===== src/rtl/rob_alloc_ctrl.sv =====
// Reorder-buffer allocation/retirement controller: owns head/tail pointers and
// per-entry completion flags, feeds dispatch (full/empty/entrynum) and commit.
module rob_alloc_ctrl #(
  parameter int DEPTH = 8,
  parameter int IDX_W = $clog2(DEPTH)
) (
  input  logic             clk_i,
  input  logic             arst_i,
  input  logic             alloc_valid_i,
  input  logic             alloc_complete_i,
  output logic             full_o,
  output logic             empty_o,
  output logic [7:0]       entrynum_o,
  input  logic             wb_valid_i,
  input  logic [7:0]       wb_entry_i,
  input  logic             commit_ready_i,
  output logic             commit_valid_o,
  output logic [7:0]       commit_entry_o,
  input  logic             flush_i,
  output logic [IDX_W:0]   count_o
);

  localparam logic [IDX_W:0] PTR_ONE = (IDX_W + 1)'(1);

  logic [IDX_W:0]     head_q, head_d;
  logic [IDX_W:0]     tail_q, tail_d;
  logic [DEPTH-1:0]   done_q, done_d;

  logic [IDX_W-1:0]   head_idx, tail_idx, wb_idx, wb_off;
  logic [IDX_W:0]     count;
  logic               full_raw, empty;
  logic               alloc_fire, wb_fire, commit_fire, commit_valid;
  logic [7-IDX_W:0]   unused_wb_hi;

  assign head_idx     = head_q[IDX_W-1:0];
  assign tail_idx     = tail_q[IDX_W-1:0];
  assign wb_idx       = wb_entry_i[IDX_W-1:0];
  assign unused_wb_hi = wb_entry_i[7:IDX_W];

  assign count    = tail_q - head_q;
  assign empty    = (head_q == tail_q);
  assign full_raw = (head_idx == tail_idx) && (head_q[IDX_W] != tail_q[IDX_W]);

  // Distance from head, modulo DEPTH, tells whether the written entry is live.
  assign wb_off = wb_idx - head_idx;

  assign commit_valid = !empty && done_q[head_idx];
  assign alloc_fire   = alloc_valid_i && !full_raw && !flush_i;
  assign wb_fire      = wb_valid_i && !flush_i && ({1'b0, wb_off} < count);
  assign commit_fire  = commit_valid && commit_ready_i && !flush_i;

  // Writeback is applied before the commit clear so a redundant writeback to a
  // retiring head cannot resurrect its done flag.
  always_comb begin
    head_d = head_q;
    tail_d = tail_q;
    done_d = done_q;
    if (flush_i) begin
      head_d = '0;
      tail_d = '0;
      done_d = '0;
    end else begin
      if (wb_fire) begin
        done_d[wb_idx] = 1'b1;
      end
      if (commit_fire) begin
        done_d[head_idx] = 1'b0;
        head_d           = head_q + PTR_ONE;
      end
      if (alloc_fire) begin
        done_d[tail_idx] = alloc_complete_i;
        tail_d           = tail_q + PTR_ONE;
      end
    end
  end

  always_ff @(posedge clk_i or posedge arst_i) begin
    if (arst_i) begin
      head_q <= '0;
      tail_q <= '0;
      done_q <= '0;
    end else begin
      head_q <= head_d;
      tail_q <= tail_d;
      done_q <= done_d;
    end
  end

  assign full_o         = full_raw || flush_i;
  assign empty_o        = empty;
  assign entrynum_o     = 8'(tail_idx);
  assign commit_valid_o = commit_valid;
  assign commit_entry_o = 8'(head_idx);
  assign count_o        = count;

endmodule

===== config.mk =====
export PLATFORM = sky130hd
export DESIGN_NAME = rob_alloc_ctrl
export DESIGN_NICKNAME = d
export VERILOG_FILES = /design/src/rtl/rob_alloc_ctrl.sv
export SDC_FILE = /design/constraint.sdc
export NUM_CORES = 1
export LEC_CHECK = 0
export ABC_AREA = 1
export BUFFER_PORTS_ARGS = -buffer_cell sky130_fd_sc_hd__buf_4
export CORE_MARGIN = 2
export CORE_UTILIZATION = 45
export DETAILED_ROUTE_END_ITERATION = 10
export GPL_ROUTABILITY_DRIVEN = 0
export PLACE_DENSITY_LB_ADDON = 0.3
export SETUP_SLACK_MARGIN = 0.15
export SLEW_MARGIN = 10
export SYNTH_ARGS = -nofsm -noshare
export SYNTH_HDL_FRONTEND = slang
export SYNTH_SLANG_ARGS = --single-unit

===== constraint.sdc =====
create_clock -name clk_i -period 3.3 [get_ports clk_i]
set_clock_uncertainty 0.05 [all_clocks]
set_input_delay 0.33 -clock clk_i [delete_from_list [all_inputs] [get_ports clk_i]]
set_output_delay 0.33 -clock clk_i [all_outputs]
set_load 0.01 [all_outputs]

# Word-level counts from Yosys, hierarchy flattened
# Cells that the tools add are included.
[op_classes]
n_lt_le_gt_ge = 7
reduce_logical = 17
muxes = 19
n_bitwise = 3
n_addsub = 4
eq_ne = 3
[op_table]
columns = ["cell", "n"]
rows = [
  ["two-way mux 8 bit", 6],
  ["two-way mux 4 bit", 4],
  ["< comparator 3 x 4 -> 1 bit, second input constant", 3],
  ["logical AND 1 bit", 11],
  ["demux 1 bit (select 3 bit)", 3],
  ["greater-or-equal comparator 3 x 1 -> 1 bit, second input constant", 3],
  ["adder 4 x 1 -> 4 bit, second input constant", 2],
  ["bitwise AND 8 bit", 1],
  ["bitwise mux 8 bit", 1],
  ["NOT 8 bit", 1],
  ["bitwise OR 8 bit", 1],
  ["== test 4 bit", 1],
  ["< comparator 3 x 4 -> 1 bit", 1],
  ["two-way mux 1 bit", 4],
  ["nonzero test 2 bit", 2],
  ["subtractor 4 bit", 1],
  ["binary-select mux 1 bit (select 3 bit)", 1],
  ["== test 3 bit", 1],
  ["logical NOT 1 bit", 3],
  ["subtractor 3 bit", 1],
  ["logical OR 1 bit", 1],
  ["inequality test 1 bit", 1],
]
[totals]
reg_bits = 16

# Logic depth before layout (Yosys ltp)
# Gate-level depths: netlist of the first run.
[depth]
word_depth = 13
mapped_depth = 14

# Least setup slack after synthesis of the first run
# Ideal clock, no wire load.
[synth_path]
kind = "register -> register"
start = "register tail_q[0]"
end = "register done_q[0]"
t_required_ns = 3.173
period_less_slack_ns = 2.386
n_path_buf = 0
arrival_time_ns = 2.258
path_stages_with_launch = 14
slack_ns = 0.914
setup_ns = 0.077
path_cell_list = "dfrtp_1 -> inv_1 -> ha_1 -> fa_1 -> xnor2_1 -> inv_1 -> ha_1 -> nand2_1 -> nand2_1 -> nand2_2 -> nand3_1 -> a21oi_1 -> nand2_1 -> a21oi_1"
[synth_between]
elab_chain_len = 11
word_cells_on_any_way = 26
[synth_rtl]
columns = ["item", "line", "text"]
rows = [
  ["start, declared", "26", "logic [IDX_W:0] tail_q, tail_d;"],
  ["start signal, assigned", "84", "tail_q <= tail_d;"],
  ["subtractor 4 bit (*)", "40", "assign count = tail_q - head_q;"],
  ["net count_o[2]", "20", "output logic [IDX_W:0] count_o"],
  ["< comparator 3 x 4 -> 1 bit (*)", "49", "assign wb_fire = wb_valid_i && !flush_i && ({1'b0, wb_off} < count);"],
  ["logical AND 1 bit (*)", "49", ""],
  ["two-way mux 8 bit (*)", "63", "if (wb_fire) begin"],
  ["two-way mux 8 bit (*)", "58", "if (flush_i) begin"],
  ["bitwise AND 8 bit (no source line)", "--", ""],
  ["two-way mux 8 bit (*)", "66", "if (commit_fire) begin"],
  ["two-way mux 8 bit (*)", "58", ""],
  ["bitwise mux 8 bit", "71", "done_d[tail_idx] = alloc_complete_i;"],
  ["two-way mux 8 bit (*)", "70", "if (alloc_fire) begin"],
  ["two-way mux 8 bit (*)", "58", ""],
  ["net done_d[0]", "27", "logic [DEPTH-1:0] done_q, done_d;"],
  ["end signal, assigned", "85", "done_q <= done_d;"],
  ["end, declared", "27", ""],
]
# The timed path passes the listed nets; every way through them passes the cells marked *. The select of a mux whose other input is x is not followed.
# A chain may end at the register's enable or synchronous reset.

# Final worst setup path of the first run
[layout_path]
start = "register head_q[0]"
end = "register done_q[4]"
[layout_between]
elab_chain_len = 11
word_cells_on_any_way = 30
[layout_rtl]
columns = ["item", "line", "text"]
rows = [
  ["start, declared", "25", "logic [IDX_W:0] head_q, head_d;"],
  ["start signal, assigned", "79", "head_q <= '0;"],
  ["start signal, assigned", "83", "head_q <= head_d;"],
  ["subtractor 4 bit, or another cell as far along", "40", ""],
  ["< comparator 3 x 4 -> 1 bit or logical AND 1 bit (tied branches)", "49, 67", ""],
  ["logical AND 1 bit or two-way mux 1 bit (tied branches)", "49, 67", ""],
  ["two-way mux 8 bit or demux 1 bit (select 3 bit) (tied branches)", "63, 67", ""],
  ["two-way mux 8 bit or NOT 8 bit (tied branches)", "--", ""],
  ["bitwise AND 8 bit (no source line)", "--", ""],
  ["two-way mux 8 bit", "66", ""],
  ["two-way mux 8 bit", "58", ""],
  ["bitwise mux 8 bit", "71", ""],
  ["two-way mux 8 bit (*)", "70", ""],
  ["two-way mux 8 bit (*)", "58", ""],
  ["net done_d[4]", "27", ""],
]
# Marks and branches as above.

==> results of run 1 <==
==> layer usage <==
| layer | vias up | routed length [um] |
|---|---|---|
| met5 | - | 0 |
| li1 | 740 | - |
| met1 | 636 | 1570 |
| met3 | 7 | 135 |
| met4 | 0 | 89 |
| met2 | 47 | 1630 |
==> where the power goes <==
| part | internal [uW] | switching, uW | leakage, uW |
|---|---|---|---|
| combinational | 69.5 | 116 | 0.000616 |
| clock | 67.4 | 69.1 | 0.0000210 |
| sequential | 204 | 10.1 | 0.000220 |
==> registers in the layout, summed over array words and instances (netlist names) <==
signal / flops
done_q: 8
head_q: 4
tail_q: 4
==> final cells by class <==
cell class	instances	area, um2
inverter	37	146
clock buffer	4	36.3
timing repair buffer	24	180
multi-input combinational	168	883
fill	374	1630
sequential	16	400
tap	46	57.6
==> cells by family after synthesis <==
family | Yosys count | share of synthesized area
simple gates | 115 | 0.337
buf+inv | 59 | 0.196
other cells | 1 | 0.00241
compound gates | 29 | 0.0950
fa+ha+maj | 10 | 0.0902
flops | 16 | 0.258
xor+xnor | 4 | 0.0225
==> metrics by stage <==
stage | hold slack [ns] | worst slack (ns)
after detailed placement | 0.411 | 0.630
after global routing | 0.109 | 0.443
after CTS | 0.0877 | 0.618
final | 0.0667 | 0.661
after floorplan | 0.194 | 0.914
after global placement | 0.406 | 0.708
==> cell usage in the layout, fill, tap and decap left out, drive strengths merged <==
cell type  synthesis  routed
nor2              14      14
buf               22      24
nand2             68      68
o21ai              9       9
clkbuf             0       4
nand3             15      15
o21bai             1       1
a21oi             19      19
inv               37      37
xnor2              2       2
nand4              1       1
fa                 2       2
ha                 8       8
xor2               2       2
dfrtp             16      16
conb               1      10
nor3              17      17
==> final timing paths <==
kind	startpoint	to	slack, ns	cells past startpoint
worst max-delay path	head_q[0]	done_q[4]	0.66	13
worst min-delay path	arst_i	done_q[5]	0.07	2
worst max register to register	head_q[0]	done_q[4]	0.66	13
worst min register to register	tail_q[3]	tail_q[3]	0.46	1
max in group asynchronous	arst_i	done_q[2]	2.68	2
min in group clk_i	flush_i	done_q[6]	0.25	2
==> cells in the mapped netlist, drive strengths merged <==
| master | number | area share |
|---|---|---|
| a21oi | 19 | 0.061 |
| buf | 22 | 0.10 |
| conb | 1 | 0.0024 |
| dfrtp | 16 | 0.26 |
| fa | 2 | 0.026 |
| ha | 8 | 0.064 |
| inv | 37 | 0.094 |
| nand2 | 68 | 0.17 |
| nand3 | 15 | 0.060 |
| nand4 | 1 | 0.0040 |
| nor2 | 14 | 0.046 |
| nor3 | 17 | 0.055 |
| o21ai | 9 | 0.029 |
| o21bai | 1 | 0.0048 |
| xnor2 | 2 | 0.011 |
| xor2 | 2 | 0.011 |
==> critical path, stage by stage, from the launching register on <==
cell and delay [ns]:
dfrtp_1 0.50, ha_1 0.24, fa_1 0.37, xnor2_1 0.18
xor2_1 0.18, inv_1 0.06, ha_1 0.26, nand2_1 0.06
nand2_1 0.06, nand2_2 0.15, nand3_1 0.13, a21oi_1 0.16
nand2_1 0.06, a21oi_1 0.12
==> impl_metrics.env, run 1 <==
export IMPL_track_usage=0.188
export IMPL_vdd_drop_max_mv=0.124
export IMPL_leakagePower_uw=0.000857
export IMPL_drcViolationCount=0
export IMPL_start_util=0.466
export IMPL_ys_warn_count=0
export IMPL_fin_setup_tns_ns=0
export IMPL_core_area_mm2=0.00334
export IMPL_grt_pass1_wl_um=5870
export IMPL_cts_resized=0
export IMPL_use_met2=0.305
export IMPL_slew_viol_final=0
export IMPL_via_count=1430
export IMPL_htree_levels=1
export IMPL_first_pass_iters=4
export IMPL_die_width_um=62.8
export IMPL_num_rows=21
export IMPL_crit_arrival_ns=2.83
export IMPL_path_class="flip-flop to flip-flop"
export IMPL_clk_pin_slew_ns=0.10
export IMPL_total_power_uw=537
export IMPL_cts_tree="done"
export IMPL_rsz0062_at_grt="false"
export IMPL_grt_antenna_before_repair=0
export IMPL_drtAntennaViolNets=0
export IMPL_die_height_um=62.8
export IMPL_fmax_mhz=379
export IMPL_crit_path_end_kind="flip-flop"
export IMPL_timing_slew_headroom=0.542
export IMPL_drtIter0Drc=45
export IMPL_cts_setup_buffers=0
export IMPL_worst_pin_slew_ns=0.686
export IMPL_grt_max_degree=17
export IMPL_yosys_cell_types_count=27
export IMPL_ys_seq_area_frac=0.258
export IMPL_max_clock_path_buffers=2
export IMPL_viasPerCell=4.85
export IMPL_nNetsFinal=275
export IMPL_stdcell_count=295
export IMPL_ios=38
export IMPL_worstPathRequired_ns=3.49
export IMPL_holdBufCountCts=0
export IMPL_drv_cap=0
export IMPL_syn_avg_cell_area_um2=6.64
export IMPL_layout_min_cycle_time_ns=2.64
export IMPL_setup_viol=0
export IMPL_synth_seq_cells=16
export IMPL_setup_worst_path_start_class="flip-flop"
export IMPL_place_inst=291
export IMPL_wl_per_cell_um=11.6
export IMPL_dp_hpwl_um=2650
export IMPL_grt_pass1_vias=1273
export IMPL_drive_gt1_frac=0.169
export IMPL_wl_um=3420
export IMPL_outcome="complete, no violations"
export IMPL_synth_area_mm2=0.00155
export IMPL_dieArea_mm2=0.00394
export IMPL_cts_buffers=3
export IMPL_final_area_mm2=0.00170
export IMPL_grt_busiest_layer="met2"
export IMPL_insertedDiodeCount=0
export IMPL_power_density_mw_per_mm2=315
export IMPL_clock_sinks=16
export IMPL_final_util=0.511
export IMPL_post_dp_cell_area_mm2=0.00167
export IMPL_grt_util_met1=0.254
export IMPL_min_period_over_period=0.800
export IMPL_critPathMaxFanout=8
export IMPL_grt_overflow=0
export IMPL_hp_class="input port to async pin"
export IMPL_port_buffers=22
export IMPL_cts_root_buffer="clkbuf_4"
export IMPL_netlist_instances=234
export IMPL_area_delta_synth_final_pct=9.66
export IMPL_met3_usage=0.0162
export IMPL_clock_latency_ns=0.30
export IMPL_hold_viol=0
No activity file was read; power rests on OpenSTA's default activity.
==> run 2, diff against run 1 <==
ABC_AREA = 0   (was 1)
clock period = 2.3 ns   (was 3.3 ns; I/O delays follow)
==> run 2 against run 1 <==
Maximum frequency is 11% higher. Sequential cell count is the same. Critical path depth down 3. First-iteration DRC count increased by 22%. Clock power up 48%. Core utilization grew 5.6 points. Combinational power increased by 47%. Non-clock buffer count is 11 higher. Global-route usage increased by 3.4 points. Sequential power up 39%. Die area decreased by 2.6%. Highest routed layer unchanged. The run now ends with setup timing left.
==> impl_metrics.env, run 2 <==
export IMPL_max_clock_path_buffers=2
export IMPL_crit_path_end_kind="flip-flop"
export IMPL_grt_antenna_before_repair=0
export IMPL_dieArea_mm2=0.00384
export IMPL_synth_seq_cells=16
export IMPL_insertedDiodeCount=0
export IMPL_power_internal_uw=502
export IMPL_synthFlopType="dfrtp_1"
export IMPL_worst_pin_slew_ns=0.671
export IMPL_clock_sinks=16
export IMPL_drtIter0Drc=55
export IMPL_violations="setup timing"
export IMPL_netlist_instances=181
export IMPL_clk_pin_slew_ns=0.11
export IMPL_core_area_mm2=0.00328
export IMPL_holdPathStages=3
export IMPL_combPwrFrac=0.354
export IMPL_synth_area_leaders="dfrtp_1 (27%), buf_4 (8.0%), ha_1 (6.6%)"
export IMPL_synth_top_family_by_area="simple AND/OR/NAND/NOR gates"
export IMPL_syn_avg_cell_area_um2=8.34
export IMPL_final_common_cell="buf_4"
export IMPL_synth_area_mm2=0.00151
export IMPL_largest_reg_flops=8
export IMPL_finalWorstSetupSlack_ns=-0.0850
export IMPL_cts_tree="done"
export IMPL_wl_um=3930
export IMPL_path_depth=10
export IMPL_cp_slowest_cell="dfrtp_2"
export IMPL_viasPerCell=5.77
export IMPL_hp_class="input port to flip-flop"
export IMPL_htree_levels=1
export IMPL_r2r_cells=10
export IMPL_outcome="finished with violations"
export IMPL_dp_hpwl_um=2950
export IMPL_grt_overflow=0
export IMPL_critPathMaxFanout=8
export IMPL_min_period_over_period=1.04
export IMPL_p_sw_uw=270
export IMPL_ios=38
export IMPL_synth_mux_area_frac=0.0282
export IMPL_clock_latency_ns=0.30
export IMPL_synth_compound_area_frac=0.199
export IMPL_final_cell_mix="buf_4 (33), nor2_1 (16), dfrtp_1 (14)"
export IMPL_drive_gt1_frac=0.319
export IMPL_synthArstFlopShare=1.00
export IMPL_synth_xor_area_frac=0.0514
export IMPL_drv_cap=0
export IMPL_ys_warn_count=0
export IMPL_grt_pass1_vias=1330
export IMPL_vdd_drop_max_mv=0.231
export IMPL_die_width_um=61.9
export IMPL_track_usage=0.222
export IMPL_setup_viol=7
export IMPL_synth_adder_area_share=0.0928
export IMPL_post_dp_cell_area_mm2=0.00173
export IMPL_final_util=0.566
export IMPL_ys_seq_area_frac=0.265
export IMPL_leakagePower_uw=0.000841
export IMPL_top_register="done_q"
export IMPL_power_share_clock=0.260
export IMPL_wl_per_cell_um=15.5
export IMPL_yosys_area_share_simple=0.231
export IMPL_worstPathRequired_ns=2.44
export IMPL_cp_num_buf_inv=0
export IMPL_seqPwrFrac=0.386
export IMPL_setup_worst_path_start_class="flip-flop"
export IMPL_num_rows=21
export IMPL_fmax_mhz=419
export IMPL_via_count=1460
export IMPL_first_pass_iters=4
export IMPL_slew_viol_final=0
export IMPL_top_regs="done_q x8, head_q x4, tail_q x4"
export IMPL_timing_slew_headroom=0.552
export IMPL_total_power_uw=772
export IMPL_p_sw_frac=0.349
export IMPL_path_class="flip-flop to flip-flop"
export IMPL_synth_edf_count=0
export IMPL_start_util=0.460
export IMPL_grt_pass1_wl_um=6150
export IMPL_cts_root_buffer="clkbuf_4"
export IMPL_drcViolationCount=0
export IMPL_critical_path_top_delay_family="adder cells"
export IMPL_synth_top_cell_area_share=0.265
export IMPL_nNetsFinal=233
export IMPL_grt_max_degree=24
export IMPL_drtAntennaViolNets=0
export IMPL_yosys_cell_types_count=49
export IMPL_hold_viol=0
export IMPL_cp_cell_sequence="ha_4, fa_2, xnor2_2, xnor2_1, ha_1, o21ai_1, a31oi_2, o22ai_4, a31oi_1, o21ai_1"
export IMPL_yosysTopAreaCell="dfrtp_1"
export IMPL_crit_top_cell="o21ai_1"
export IMPL_cts_buffers=3
export IMPL_critPathMaxStageDelay_ns=0.46
export IMPL_power_density_mw_per_mm2=415
export IMPL_final_area_mm2=0.00186
export IMPL_area_delta_synth_final_pct=23.2
export IMPL_crit_arrival_ns=2.53
export IMPL_die_height_um=61.9
export IMPL_rsz0062_at_grt="true"
export IMPL_layout_min_cycle_time_ns=2.39
export IMPL_synthTopCellsByCount="buf_4 (16), dfrtp_1 (16), nor2_1 (16)"
export IMPL_port_buffers=22
[run 2: cell types whose count changed after synthesis, moves of 7 or more]
cell / previous run / this run
a21oi_1: 19 / 8
inv_1: 32 / 14
nand2_1: 63 / 10
nor3_1: 17 / 1
nand4_1: 1 / 9
nand3_1: 13 / 6
a31oi_1: 0 / 10
[run 2: what timing repair did]
action / 4_1_cts / 5_1_grt
buffers inserted: 0 / 1
hold endpoints to repair: 16 / 0
hold buffers: 1 / 0
setup endpoints to repair: 11 / 12
resized for setup: 7 / 10
pin swaps: 3 / 6
[run 2: final timing paths]
check                                  from         to  slack (ns)
hold reg to reg                   done_q[0]  done_q[0]        0.51
max in group asynchronous            arst_i  head_q[1]        1.21
setup / recovery                  head_q[0]  done_q[2]       -0.09
hold / removal             alloc_complete_i  done_q[6]        0.17
setup reg to reg                  head_q[0]  done_q[2]       -0.09
min in group asynchronous            arst_i  done_q[2]        0.52
[run 2: layer usage]
metal | global-route usage | vias up | wire (um)
met2 | 0.353 | 67 | 1880
met3 | 0.0414 | 11 | 240
met4 | 0.0942 | 0 | 98
li1 | - | 677 | -
met1 | 0.294 | 705 | 1710
met5 | 0 | - | 0
[run 2: power by group through the flow]
stage	sequential, uW	clock (uW)	combinational [uW]
after floorplan	304	0	173
after global placement	302	0	239
after detailed placement	303	0	246
after CTS	298	202	253
after global routing	299	212	304
final	298	201	273
[run 2: worst register-to-register path: cells and delay by family (launching register included)]
| kind | cells | cell delay (ns) |
|---|---|---|
| xor gates and xnor gates | 2 | 0.27 |
| DFF | 1 | 0.46 |
| adders and majority gates | 3 | 0.78 |
| AOI/OAI and AO/OA | 5 | 0.73 |
[run 2: per-stage QoR]
stage | TNS [ns] | instances | worst slack [ns] | hold slack, ns
finish | -0.327 | 253 | -0.0850 | 0.165
global route | -1.24 | 253 | -0.194 | 0.199
CTS | -0.532 | 252 | -0.108 | 0.161
detailed placement | -0.426 | 247 | -0.104 | 0.316
global placement | -0.0374 | 247 | -0.0233 | 0.303
floorplan | 0 | 190 | 0.0174 | 0.0937
[run 2: final cells by class]
class | count | area (um2)
timing repair buffer | 35 | 269
clock buffer | 4 | 36.3
tap | 46 | 57.6
multi-input combinational | 138 | 1040
sequential | 16 | 403
fill | 327 | 1420
inverter | 14 | 52.6
[run 2: cells by family after synthesis]
| group | count (synthesis) |
|---|---|
| simple gates | 64 |
| compound gates | 42 |
| buf+inv | 36 |
| flops | 16 |
| fa+ha+maj | 10 |
| xor+xnor | 8 |
| mux | 4 |
| other cells | 1 |
